<file path="src/rtl/pulse_count_ctrl.sv">
// pulse_count_ctrl
//   Counts qualifying events on x after a start command and raises a
//   one-cycle g strobe when the programmable terminal count is reached.
//   Optional rising-edge event qualification: define PULSE_CNT_EDGE_EN.
//   Without it an event is simply x = 1 in a COUNT cycle (level mode).
//
// Ports
//   clk        in   rising-edge clock
//   reset      in   asynchronous active-low reset
//   start      in   begin / restart a count (q <- 0)
//   abort      in   cancel the current count, back to IDLE (highest priority)
//   x          in   event input
//   limit      in   terminal count, 0 means 2^WIDTH
//   auto_rearm in   restart automatically one cycle after terminal count
//   q          out  current count
//   g          out  terminal-count strobe, one cycle
//   busy       out  high while counting
//   done       out  high while holding the terminal value
module pulse_count_ctrl #(
  parameter int WIDTH = 4
) (
  input  logic             clk,
  input  logic             reset,
  input  logic             start,
  input  logic             abort,
  input  logic             x,
  input  logic [WIDTH-1:0] limit,
  input  logic             auto_rearm,
  output logic [WIDTH-1:0] q,
  output logic             g,
  output logic             busy,
  output logic             done
);

  typedef enum logic [1:0] {
    IDLE  = 2'b00,
    COUNT = 2'b01,
    DONE  = 2'b10
  } state_t;

  localparam logic [WIDTH-1:0] ZERO = {WIDTH{1'b0}};
  localparam logic [WIDTH-1:0] ONE  = {{(WIDTH-1){1'b0}}, 1'b1};

  state_t           state_r;
  logic             event_s;
  logic [WIDTH-1:0] limit_m1_s;
  logic             terminal_s;

`ifdef PULSE_CNT_EDGE_EN
  logic x_prev_r;

  // Previous-cycle copy of x, sampled in every state so a level held
  // across a start still counts only once.
  always_ff @(posedge clk or negedge reset) begin
    if (!reset) begin
      x_prev_r <= 1'b0;
    end else begin
      x_prev_r <= x;
    end
  end

  assign event_s = x & ~x_prev_r;
`else
  assign event_s = x;
`endif

  // limit = 0 wraps to all-ones here, so the terminal event is the one
  // that takes q from all-ones back to 0 (2^WIDTH events).
  assign limit_m1_s = limit - ONE;
  assign terminal_s = (q == limit_m1_s);

  // Control FSM with registered counter and status outputs.
  always_ff @(posedge clk or negedge reset) begin
    if (!reset) begin
      state_r <= IDLE;
      q       <= ZERO;
      g       <= 1'b0;
      busy    <= 1'b0;
      done    <= 1'b0;
    end else begin
      g <= 1'b0;
      case (state_r)
        IDLE: begin
          if (abort) begin
            state_r <= IDLE;
          end else if (start) begin
            q       <= ZERO;
            state_r <= COUNT;
            busy    <= 1'b1;
            done    <= 1'b0;
          end else begin
            state_r <= IDLE;
          end
        end
        COUNT: begin
          if (abort) begin
            state_r <= IDLE;
            busy    <= 1'b0;
            done    <= 1'b0;
          end else if (start) begin
            q <= ZERO;
          end else if (event_s) begin
            q <= q + ONE;
            if (terminal_s) begin
              g       <= 1'b1;
              state_r <= DONE;
              busy    <= 1'b0;
              done    <= 1'b1;
            end else begin
              state_r <= COUNT;
            end
          end else begin
            state_r <= COUNT;
          end
        end
        DONE: begin
          if (abort) begin
            state_r <= IDLE;
            busy    <= 1'b0;
            done    <= 1'b0;
          end else if (start || auto_rearm) begin
            // Restart cycle: any event present now is deliberately dropped.
            q       <= ZERO;
            state_r <= COUNT;
            busy    <= 1'b1;
            done    <= 1'b0;
          end else begin
            state_r <= DONE;
          end
        end
        default: begin
          // Unreachable encoding 2'b11: fall back to a quiet IDLE.
          state_r <= IDLE;
          busy    <= 1'b0;
          done    <= 1'b0;
        end
      endcase
    end
  end

endmodule

</file>
<file path="config.mk">
export PLATFORM = sky130hd
export DESIGN_NAME = pulse_count_ctrl
export DESIGN_NICKNAME = d
export VERILOG_FILES = /design/src/rtl/pulse_count_ctrl.sv
export SDC_FILE = /design/constraint.sdc
export NUM_CORES = 1
export LEC_CHECK = 0
export BUFFER_PORTS_ARGS = -buffer_cell sky130_fd_sc_hd__buf_2
export CORE_AREA = 2 2 39 41
export CTS_BUF_LIST = sky130_fd_sc_hd__clkbuf_16
export DETAILED_ROUTE_END_ITERATION = 8
export DIE_AREA = 0 0 41 43
export MAX_ROUTING_LAYER = met4
export PLACE_DENSITY = 0.7
export SYNTH_ARGS = -nofsm -noshare
export SYNTH_HDL_FRONTEND = slang
export SYNTH_SLANG_ARGS = --single-unit
</file>
<file path="constraint.sdc">
create_clock -name clk -period 3.3 [get_ports clk]
set_input_delay 0.165 -clock clk [delete_from_list [all_inputs] [get_ports clk]]
set_output_delay 0.165 -clock clk [all_outputs]
set_load 0.02 [all_outputs]
</file>
---- After elaboration in Yosys (flattened, before gate mapping) ----
Index checks and enable logic that the tools add are counted.
cells by class
  add/subtract/negate cells ............... 2
  equality and inequality tests ........... 13
  multiplexer cells ....................... 40
  reduce and logical (&&, ||, !) cells .... 5
operators with widths
  cell                                                                number
  4-bit two-way mux                                                   7
  1-bit two-way mux                                                   23
  3-bit inequality test, second input constant                        5
  2-bit two-way mux                                                   6
  4-bit one-hot mux with 3 select lines                               1
  2-bit inequality test, second input constant                        5
  7-bit AND reduction                                                 1
  1-bit one-hot mux with 3 select lines                               2
  2-bit one-hot mux with 3 select lines                               1
  6-bit AND reduction                                                 1
  4-bit by 1-bit adder with 4-bit output, second input constant       1
  4-bit == test                                                       1
  4-bit by 1-bit subtractor with 4-bit output, second input constant  1
  3-bit nonzero test                                                  1
  2-bit by 1-bit == test with 1-bit output, second input constant     1
  2-bit == test, second input constant                                1
  2-bit zero test                                                     1
  1-bit logical OR                                                    1
word-level totals
  flip-flop bits (word level) ............. 9
  input bits .............................. 10
  output and inout bits ................... 7
  logic and storage cells ................. 65

---- Logic depth before layout (Yosys ltp) ----
Gate-level depths: netlist (run 1).
  depth after elaboration ................. 7
  mapped depth ............................ 6
  gate-level depth less buffers ........... 6

---- Least setup slack after synthesis (run 1) ----
No wires, ideal clock.
  path kind ............................... register to register
  from .................................... reg state_r[1]
  to ...................................... reg q[3]
  setup time .............................. 0.069 ns
  data arrival time ....................... 1.412 ns
  required time ........................... 3.231 ns
  path slack .............................. 1.819 ns
  cell stages (with the launch flop) ...... 5
  path buffers ............................ 1
  clock period less this slack ............ 1.481 ns
  cell sequence ........................... dfrtp_1 > buf_6 > or3b_1 > or4_1 > nand3_1
on the way
  longest elaborated chain between the ends .. 3
  elaborated cells between the ends (all ways) .. 12
  classes of those cells .................. 8 x eq/ne; 1 x mux; 3 x reduce/logical
RTL lines
  item                                                              RTL line  RTL
  start, declared                                                   44        state_t state_r;
  start signal, assigned                                            75        state_r <= IDLE;
  start signal, assigned                                            85        state_r <= IDLE;
  start signal, assigned                                            88        state_r <= COUNT;
  2-bit by 1-bit == test with 1-bit output (tied with other cells)  82        case (state_r)
  3-bit inequality test (no source line) (tied with other cells)    -
  7-bit AND reduction (no source line)                              -
  end signal, assigned                                              103       q <= q + ONE;
  end, declared                                                     29        output logic [WIDTH-1:0] q,
Several ways; a longest one is shown, not always the timed one.
A chain may end at the register's enable or synchronous reset.

---- Final worst setup path (run 1) ----
  from .................................... reg state_r[1]
  to ...................................... reg done
on the way
  longest elaborated chain between the ends .. 3
  elaborated cells between the ends (all ways) .. 11
  classes of those cells .................. 8 x eq/ne; 1 x mux; 2 x reduce/logical
RTL lines
  item                                                                             RTL line  RTL
  2-bit == test (tied with other cells)                                            82
  3-bit inequality test (no source line) or 2-bit inequality test (tied branches)  -
  6-bit AND reduction (no source line)                                             -
  end signal, assigned                                                             79        done <= 1'b0;
  end signal, assigned                                                             90        done <= 1'b0;
  end signal, assigned                                                             99        done <= 1'b0;
  end, declared                                                                    32        output logic done
Several ways; a longest one is shown, not always the timed one.

==> out/qor.json, run 1 <==
{
  "cpLargestDelayFamily": {"value": "simple AND/OR/NAND/NOR gates"},
  "tritoncts_num_sinks": {"value": 9},
  "worst-slew-pin-transition": {"value": 0.4805, "unit": "ns"},
  "firstDrtPassIters": {"value": 4},
  "cts-root-buf": {"value": "sky130_fd_sc_hd__clkbuf_16"},
  "yosysWarnings": {"value": 0},
  "timing.final.max_slew_violations": {"value": 0},
  "design.final.nets": {"value": 96},
  "setup_repair_after_global_routing_missed_its_margin": {"value": "false"},
  "period_needed": {"value": 1.620, "unit": "ns"},
  "total_power": {"value": 0.3860, "unit": "mW"},
  "clock_tree.htree_level_count": {"value": 1},
  "critPathSlowestCell": {"value": "sky130_fd_sc_hd__dfrtp_1"},
  "synth_area_per_cell": {"value": 9.143, "unit": "um^2"},
  "result_of_the_run": {"value": "completed"},
  "reg2reg_to": {"value": "done$_DFFE_PN0P_"},
  "max_cap_violations": {"value": 0},
  "max_clock_freq": {"value": 0.6172, "unit": "GHz"},
  "first_global_vias": {"value": 487},
  "synth_seq_cells": {"value": 9},
  "synth.distinct_cells": {"value": 29},
  "die-width": {"value": 41, "unit": "um"},
  "power.share.switching": {"value": 23.09, "unit": "%"},
  "grt_start_max_net_pins": {"value": 11},
  "critical_path_arrival": {"value": 1.79, "unit": "ns"},
  "adder_cell_share_of_the_synthesized_area": {"value": 4.211, "unit": "%"},
  "grt_first_pass_wirelength": {"value": 2063, "unit": "um"},
  "fin_tns_setup": {"value": 0, "unit": "ns"},
  "post_synth_top_flop": {"value": "sky130_fd_sc_hd__dfrtp_1"},
  "synth_xor_xnor_area_share": {"value": 8.842, "unit": "%"},
  "hold_buffers_post_cts": {"value": 1},
  "area_growth": {"value": 28.42, "unit": "%"},
  "finalInstanceArea": {"value": 763.2, "unit": "um^2"},
  "clock_tree_from_tritoncts": {"value": "done"},
  "vias_post_dr": {"value": 539},
  "worst_setup_path_end_kind": {"value": "register"},
  "antenna_violating_nets_post_route": {"value": 0},
  "cts_made_buffers": {"value": 3},
  "mux_contribution_to_synthesized_area": {"value": 1.895, "unit": "%"},
  "setup.worst_path.start_class": {"value": "register"},
  "setup_viol": {"value": 0},
  "maximum_fanout_count_along_the_critical_path": {"value": 10},
  "routed_wirelength": {"value": 1284, "unit": "um"},
  "timing.reg2reg.worst_path_depth": {"value": 4},
  "min-delay-path-class": {"value": "in2reg"},
  "io_buffer_count": {"value": 16},
  "setup.reg_to_reg.worst_slack": {"value": 1.68, "unit": "ns"},
  "edff_count_synth": {"value": 0},
  "grt_util_all_layers": {"value": 19.23, "unit": "%"},
  "detailed_place_hpwl": {"value": 923.1, "unit": "um"},
  "worst-path-stages": {"value": 4},
  "detail_route.wl_per_cell": {"value": 12.97, "unit": "um"},
  "cts_repair_resize_count": {"value": 0},
  "gp_congestion": {"value": 0.7267},
  "powerDensity": {"value": 505.7, "unit": "mW/mm^2"},
  "detailedRoute.firstIterationViolations": {"value": 16},
  "critPathCapture": {"value": "done$_DFFE_PN0P_"},
  "drc": {"value": 0},
  "antenna-diode-count": {"value": 0},
  "viasPerCell": {"value": 5.444},
  "dieHeight": {"value": 43, "unit": "um"},
  "power.leakage": {"value": 0.3775, "unit": "nW"},
  "main_combinational_cell_family_by_area_after_synthesis": {"value": "simple AND/OR/NAND/NOR gates"},
  "worstReg2RegStart": {"value": "state_r[1]$_DFFE_PN0N_"},
  "seq_power_share": {"value": 31.6, "unit": "%"},
  "share_clk_of_total_power": {"value": 54.7, "unit": "%"},
  "syn_nets": {"value": 77},
  "timing.critical_path.mode_cell": {"value": "sky130_fd_sc_hd__nand2b_1"},
  "grt_remaining_overflow": {"value": 0},
  "yosysSeqAreaShare": {"value": 37.89, "unit": "%"},
  "slew_headroom": {"value": 67.91, "unit": "%"},
  "final_min_period_over_clock_period": {"value": 49.10, "unit": "%"},
  "buffers_inverters_on_critical_path": {"value": 0},
  "path_class": {"value": "reg2reg"},
  "ir_worst_vdd": {"value": 0.5567, "unit": "mV"},
  "combinationalPowerShare": {"value": 13.7, "unit": "%"},
  "clk_pin_slew_worst_paths": {"value": 0.04, "unit": "ns"},
  "synth_compound_gate_area_share": {"value": 19.79, "unit": "%"},
  "number_of_antenna_violations_at_the_first_check_in_global_routing": {"value": 0},
  "worst_path_max_stage_delay": {"value": 0.47, "unit": "ns"},
  "finalHoldViolCount": {"value": 0},
  "startpoint": {"value": "state_r[1]$_DFFE_PN0N_"},
  "postSynthCellCount": {"value": 65},
  "fin_worst_skew": {"value": 0.002115, "unit": "ns"},
  "fp-row-count": {"value": 14},
  "pin_count": {"value": 17},
  "clock_latency": {"value": 0.23, "unit": "ns"},
  "post_place_instance_area": {"value": 674.4, "unit": "um^2"},
  "post_route_cells_drive_above_1_share": {"value": 28.92, "unit": "%"},
  "synth-simple-area-share": {"value": 21.47, "unit": "%"},
  "internal-power": {"value": 0.2969, "unit": "mW"},
  "cts_buffer_depth": {"value": 2},
  "die_area": {"value": 0.001763, "unit": "mm^2"},
  "synthArstFlopShare": {"value": 100.0, "unit": "%"},
  "initial_utilization": {"value": 42.95, "unit": "%"},
  "cts.repair_timing.setup_buffer_count": {"value": 0},
  "netlist_area_pre_place": {"value": 594.3, "unit": "um^2"},
  "final_util": {"value": 55.15, "unit": "%"},
  "design.core.area": {"value": 0.001384, "unit": "mm^2"},
  "path_cells": {"value": "nand2b_1 -> or3_1 -> nor4_2 -> nand2b_1"},
  "worst_ep_required_time": {"value": 3.47, "unit": "ns"},
  "power.net_switching": {"value": 0.08911, "unit": "mW"}
}
## flip-flops by register name, indices dropped and copies added, names as in the netlist
signal and cells:
busy 1, g 1, state_r 2, done 1, q 4
## logic make-up (layout without fill, tap and decap cells)
logic type	count (synthesis)	in the layout
mux	1	1
flops	9	9
fa+ha+maj	2	2
buf+inv	7	25
simple gates	24	24
xor+xnor	6	6
compound gates	16	16
## layer usage
metal  routed length, um  vias to the layer above  global-route usage [%]
met3                  81                        2                   9.424
met4                  20                        0                   12.00
li1                    -                      271                       -
met5                   0                        -                       -
met1                 555                      251                   21.93
met2                 626                       15                   25.94
## synth_stat cells (2+ instances only)
master	number	area [um^2]
sky130_fd_sc_hd__inv_1	4	15.01
sky130_fd_sc_hd__a21oi_1	3	15.01
sky130_fd_sc_hd__nand3_1	4	20.02
sky130_fd_sc_hd__xor2_1	2	17.52
sky130_fd_sc_hd__nand2b_1	2	12.51
sky130_fd_sc_hd__nand2_1	5	18.77
sky130_fd_sc_hd__nor2_1	5	18.77
sky130_fd_sc_hd__ha_1	2	25.02
sky130_fd_sc_hd__o21ai_0	5	25.02
sky130_fd_sc_hd__xnor2_1	4	35.03
sky130_fd_sc_hd__nor3_1	3	15.01
sky130_fd_sc_hd__dfrtp_1	9	225.2
## per-stage QoR
step / setup WS [ns] / hold WS, ns / instances
after floorplan: 1.819 / -0.1306 / 65
after global placement: 1.694 / 0.02920 / 94
after detailed placement: 1.682 / 0.03389 / 94
after CTS: 1.658 / 0.2087 / 99
after global routing: 1.575 / 0.2329 / 99
final: 1.680 / 0.2189 / 99
## final cells by class
type | count | area [um^2]
fillers | 134 | 620.6
repair buffers | 17 | 90.09
well taps | 16 | 20.02
flip-flops and latches | 9 | 225.2
multi-input cells | 49 | 334.1
inverters | 4 | 15.01
clock inverters | 1 | 3.754
clock buffers | 3 | 75.07
## how the worst min path moves through the flow
stage	start	end	slack [ns]	depth (start not counted)
after floorplan	reset	busy$_DFFE_PN0P_	-0.13	0
after global placement	reset	done$_DFFE_PN0P_	0.03	1
after detailed placement	reset	done$_DFFE_PN0P_	0.03	1
after CTS	abort	state_r[0]$_DFFE_PN0N_	0.21	2
after global routing	abort	state_r[0]$_DFFE_PN0N_	0.23	2
final	abort	state_r[0]$_DFFE_PN0N_	0.22	2
## power groups by stage
stage | sequential (mW) | combinational (mW) | clock (mW)
6_report | 0.122 | 0.0530 | 0.211
5_1_grt | 0.123 | 0.0599 | 0.226
4_1_cts | 0.122 | 0.0536 | 0.218
3_5_place_dp | 0.123 | 0.0526 | 0
3_3_place_gp | 0.123 | 0.0514 | 0
2_1_floorplan | 0.127 | 0.0314 | 0
## worst register-to-register path: stages (launching register included)
cell	delay (ns)
sky130_fd_sc_hd__dfrtp_1	0.47
sky130_fd_sc_hd__nand2b_1	0.22
sky130_fd_sc_hd__or3_1	0.33
sky130_fd_sc_hd__nor4_2	0.38
sky130_fd_sc_hd__nand2b_1	0.15
## layout by cell type (no fill, tap or decap)
cell | synthesis | routed
sky130_fd_sc_hd__xor2_1 | 2 | 2
sky130_fd_sc_hd__a21o_2 | 1 | 1
sky130_fd_sc_hd__a2bb2oi_1 | 1 | 1
sky130_fd_sc_hd__clkbuf_16 | 0 | 3
sky130_fd_sc_hd__nand3_1 | 4 | 4
sky130_fd_sc_hd__nor3_1 | 3 | 3
sky130_fd_sc_hd__or3_1 | 1 | 1
sky130_fd_sc_hd__inv_1 | 4 | 5
sky130_fd_sc_hd__a221oi_1 | 1 | 1
sky130_fd_sc_hd__nand2b_1 | 2 | 2
sky130_fd_sc_hd__o311ai_0 | 1 | 1
sky130_fd_sc_hd__dlygate4sd3_1 | 0 | 1
sky130_fd_sc_hd__o21ai_0 | 5 | 5
sky130_fd_sc_hd__a21o_1 | 1 | 1
sky130_fd_sc_hd__a211o_2 | 1 | 1
sky130_fd_sc_hd__or4_1 | 1 | 1
sky130_fd_sc_hd__nor2_1 | 5 | 5
sky130_fd_sc_hd__buf_2 | 1 | 16
sky130_fd_sc_hd__o311ai_2 | 1 | 1
sky130_fd_sc_hd__dfrtp_1 | 9 | 9
sky130_fd_sc_hd__a31o_1 | 1 | 1
sky130_fd_sc_hd__ha_1 | 2 | 2
sky130_fd_sc_hd__xnor2_1 | 4 | 4
sky130_fd_sc_hd__nor4_2 | 1 | 1
sky130_fd_sc_hd__a21oi_1 | 3 | 3
sky130_fd_sc_hd__mux2_2 | 1 | 1
sky130_fd_sc_hd__nand3b_1 | 1 | 1
sky130_fd_sc_hd__or3b_1 | 1 | 1
sky130_fd_sc_hd__nand2_1 | 5 | 5
Note: power is estimated with default switching activity, not from simulation.
==> run 2, diff against run 1 <==
- clock period: 3.3 -> 1.6 ns (I/O delays scaled with it)
==> run 2 against run 1 <==
  * Utilization rose by 2.3 points
  * Critical path depth decreased by 1
  * Sequential power rose by 110%
  * Total power increased by 110%
  * Worst hold slack lost 0.093 ns
  * Final cell count rose by 3.0%
  * Maximum frequency grew 6.9%
  * Wire length is 0.62% lower
  * Flip-flop and latch count unchanged
  * Critical endpoint is now q[3]$_DFFE_PN0P_
  * Highest routed layer unchanged
==> out/qor.json, run 2 (synthesis gave the netlist of run 1 again) <==
{
  "fillers": {"value": 129, "change": "was 134"},
  "layout_commonest_cell": {"value": "sky130_fd_sc_hd__buf_2", "change": "unchanged"},
  "clock_tree_from_tritoncts": {"value": "done", "change": "unchanged"},
  "largest-register": {"value": "q", "change": "unchanged"},
  "routed_wirelength": {"value": 1276, "unit": "um", "change": "was 1284 um"},
  "seq_power_share": {"value": 31.1, "unit": "%", "change": "was 31.6%"},
  "io_buffer_count": {"value": 16, "change": "unchanged"},
  "setup_viol": {"value": 0, "change": "unchanged"},
  "gp_congestion": {"value": 0.7250, "change": "was 0.7267"},
  "initial_utilization": {"value": 42.95, "unit": "%", "change": "unchanged"},
  "detailed_place_hpwl": {"value": 952, "unit": "um", "change": "was 923.1 um"},
  "die_area": {"value": 0.001763, "unit": "mm^2", "change": "unchanged"},
  "fin_tns_setup": {"value": 0, "unit": "ns", "change": "unchanged"},
  "cpLargestDelayFamily": {"value": "simple AND/OR/NAND/NOR gates", "change": "unchanged"},
  "multi_input_comb_area": {"value": 342.8, "unit": "um^2", "change": "was 334.1 um^2"},
  "result_of_the_run": {"value": "completed", "change": "unchanged"},
  "timing.final.max_slew_violations": {"value": 0, "change": "unchanged"},
  "power.share.switching": {"value": 23.34, "unit": "%", "change": "was 23.09%"},
  "commonest_cells_after_routing_fill_and_taps_aside": {"value": "16 x sky130_fd_sc_hd__buf_2, 9 x sky130_fd_sc_hd__dfrtp_1", "change": "unchanged"},
  "cts-root-buf": {"value": "sky130_fd_sc_hd__clkbuf_16", "change": "unchanged"},
  "worstReg2RegStart": {"value": "state_r[0]$_DFFE_PN0N_", "change": "was state_r[1]$_DFFE_PN0N_"},
  "antenna-diode-count": {"value": 0, "change": "unchanged"},
  "critPathSlowestCell": {"value": "sky130_fd_sc_hd__or4_1", "change": "was sky130_fd_sc_hd__dfrtp_1"},
  "max_clock_freq": {"value": 0.6598, "unit": "GHz", "change": "was 0.6172 GHz"},
  "largest_registers": {"value": "q (4), state_r (2)", "change": "unchanged"},
  "slew_headroom": {"value": 75.52, "unit": "%", "change": "was 67.91%"},
  "final_util": {"value": 57.41, "unit": "%", "change": "was 55.15%"},
  "first_global_vias": {"value": 466, "change": "was 487"},
  "firstDrtPassIters": {"value": 4, "change": "unchanged"},
  "design.core.area": {"value": 0.001384, "unit": "mm^2", "change": "unchanged"},
  "cts_made_buffers": {"value": 3, "change": "unchanged"},
  "fin_worst_skew": {"value": 0.002073, "unit": "ns", "change": "was 0.002115 ns"},
  "worst-slew-pin-transition": {"value": 0.3666, "unit": "ns", "change": "was 0.4805 ns"},
  "grt_util_all_layers": {"value": 17.88, "unit": "%", "change": "was 19.23%"},
  "worst_ep_required_time": {"value": 1.77, "unit": "ns", "change": "was 3.47 ns"},
  "combinationalPowerShare": {"value": 14.9, "unit": "%", "change": "was 13.7%"},
  "clk_pin_slew_worst_paths": {"value": 0.04, "unit": "ns", "change": "about the same"},
  "largest_reg_flops": {"value": 4, "change": "unchanged"},
  "path_class": {"value": "reg2reg", "change": "unchanged"},
  "share_clk_of_total_power": {"value": 53.9, "unit": "%", "change": "was 54.7%"},
  "area_growth": {"value": 33.68, "unit": "%", "change": "was 28.42%"},
  "powerDensity": {"value": 1014, "unit": "mW/mm^2", "change": "was 505.7 mW/mm^2"},
  "min-delay-path-class": {"value": "in2reg", "change": "unchanged"},
  "clock_tree.htree_level_count": {"value": 1, "change": "unchanged"},
  "vias_post_dr": {"value": 549, "change": "was 539"},
  "max_cap_violations": {"value": 0, "change": "unchanged"},
  "pin_count": {"value": 17, "change": "unchanged"},
  "detail_route.wl_per_cell": {"value": 12.51, "unit": "um", "change": "was 12.97 um"},
  "worst_setup_path_end_kind": {"value": "register", "change": "unchanged"},
  "total_power": {"value": 0.8054, "unit": "mW", "change": "was 0.3860 mW"},
  "final_min_period_over_clock_period": {"value": 94.73, "unit": "%", "change": "was 49.10%"},
  "seq_area": {"value": 225.2, "unit": "um^2", "change": "unchanged"},
  "viasPerCell": {"value": 5.382, "change": "was 5.444"},
  "tritoncts_num_sinks": {"value": 9, "change": "unchanged"},
  "placed_cells_incl_taps": {"value": 97, "change": "was 94"},
  "post_route_cells_drive_above_1_share": {"value": 31.40, "unit": "%", "change": "was 28.92%"},
  "finalHoldViolCount": {"value": 0, "change": "unchanged"},
  "grt_start_max_net_pins": {"value": 11, "change": "unchanged"},
  "critical_path_arrival": {"value": 1.68, "unit": "ns", "change": "was 1.79 ns"},
  "maximum_fanout_count_along_the_critical_path": {"value": 8, "change": "was 10"},
  "final_critical_path_setup_slack": {"value": 0.08429, "unit": "ns", "change": "was 1.680 ns"},
  "min_from": {"value": "abort", "change": "unchanged"},
  "die-width": {"value": 41, "unit": "um", "change": "unchanged"},
  "cts_buffer_depth": {"value": 2, "change": "unchanged"},
  "period_needed": {"value": 1.516, "unit": "ns", "change": "was 1.620 ns"},
  "ir_worst_vdd": {"value": 0.7351, "unit": "mV", "change": "was 0.5567 mV"},
  "fp-row-count": {"value": 14, "change": "unchanged"},
  "power.net_switching": {"value": 0.1880, "unit": "mW", "change": "was 0.08911 mW"},
  "worst_path_max_stage_delay": {"value": 0.49, "unit": "ns", "change": "was 0.47 ns"},
  "grt_first_pass_wirelength": {"value": 2021, "unit": "um", "change": "was 2063 um"},
  "power.leakage": {"value": 0.3955, "unit": "nW", "change": "was 0.3775 nW"},
  "drc": {"value": 0, "change": "unchanged"},
  "detailedRoute.firstIterationViolations": {"value": 5, "change": "was 16"},
  "path_cells": {"value": "or3b_1 -> or4_1 -> nand3_1", "change": "was nand2b_1 -> or3_1 -> nor4_2 -> nand2b_1"},
  "grt_remaining_overflow": {"value": 0, "change": "unchanged"},
  "setup_repair_after_global_routing_missed_its_margin": {"value": "false", "change": "unchanged"},
  "design.final.nets": {"value": 99, "change": "was 96"},
  "antenna_violating_nets_post_route": {"value": 0, "change": "unchanged"},
  "number_of_antenna_violations_at_the_first_check_in_global_routing": {"value": 0, "change": "unchanged"},
  "clock_latency": {"value": 0.23, "unit": "ns", "change": "about the same"},
  "buffers_inverters_on_critical_path": {"value": 0, "change": "unchanged"},
  "dieHeight": {"value": 43, "unit": "um", "change": "unchanged"},
  "startpoint": {"value": "state_r[0]$_DFFE_PN0N_", "change": "was state_r[1]$_DFFE_PN0N_"},
  "setup.worst_path.start_class": {"value": "register", "change": "unchanged"},
  "internal-power": {"value": 0.6174, "unit": "mW", "change": "was 0.2969 mW"},
  "post-place-ws": {"value": 0.06048, "unit": "ns", "change": "was 1.682 ns"},
  "instances_no_fill": {"value": 102, "change": "was 99"}
}
-- run 2: path summary, 6_finish.rpt --
path | end | slack (ns) | depth (start not counted)
max | q[3]$_DFFE_PN0P_ | 0.08 | 3
max reg2reg | q[3]$_DFFE_PN0P_ | 0.08 | 3
min | state_r[0]$_DFFE_PN0N_ | 0.13 | 2
min in group asynchronous | state_r[0]$_DFFE_PN0N_ | 0.23 | 2
max in group asynchronous | g$_DFF_PN0_ | 1.19 | 2
min reg2reg | busy$_DFFE_PN0P_ | 0.52 | 2
-- run 2: cell type report --
type | instances | area share, %
Timing Repair Buffer | 20 | 14.17
Clock inverter | 1 | 0.4724
Multi-Input combinational cell | 49 | 43.15
Tap cell | 16 | 2.520
Inverter | 4 | 1.890
Sequential cell | 9 | 28.35
Clock buffer | 3 | 9.449
-- run 2: layer usage --
metal | routed length (um) | GRT usage (%) | vias to the layer above
met5 | 0 | - | -
met4 | 23 | 10.00 | 0
met3 | 62 | 4.712 | 3
met2 | 608 | 24.38 | 14
met1 | 582 | 23.26 | 257
li1 | - | - | 275
-- run 2: per-stage QoR --
stage / area, um^2 / hold WS, ns
2_1_floorplan: 594.3 / -0.2156
3_3_place_gp: 696.9 / -0.05457
3_5_place_dp: 696.9 / -0.05086
4_1_cts: 785.8 / 0.1244
5_1_grt: 794.5 / 0.1570
6_report: 794.5 / 0.1260
-- run 2: repair_timing --
item	4_1_cts	5_1_grt
buffers inserted	0	0
endpoints found under the hold margin	9	0
resized for setup	0	1
endpoints found under the setup margin	0	2
hold buffers	1	0
-- run 2: power groups by stage --
stage	Sequential [mW]	Combinational [mW]	Clock, mW
5_1_grt	0.253	0.135	0.458
4_1_cts	0.251	0.118	0.439
2_1_floorplan	0.261	0.0648	0
3_5_place_dp	0.254	0.115	0
6_report	0.251	0.120	0.434
3_3_place_gp	0.254	0.112	0
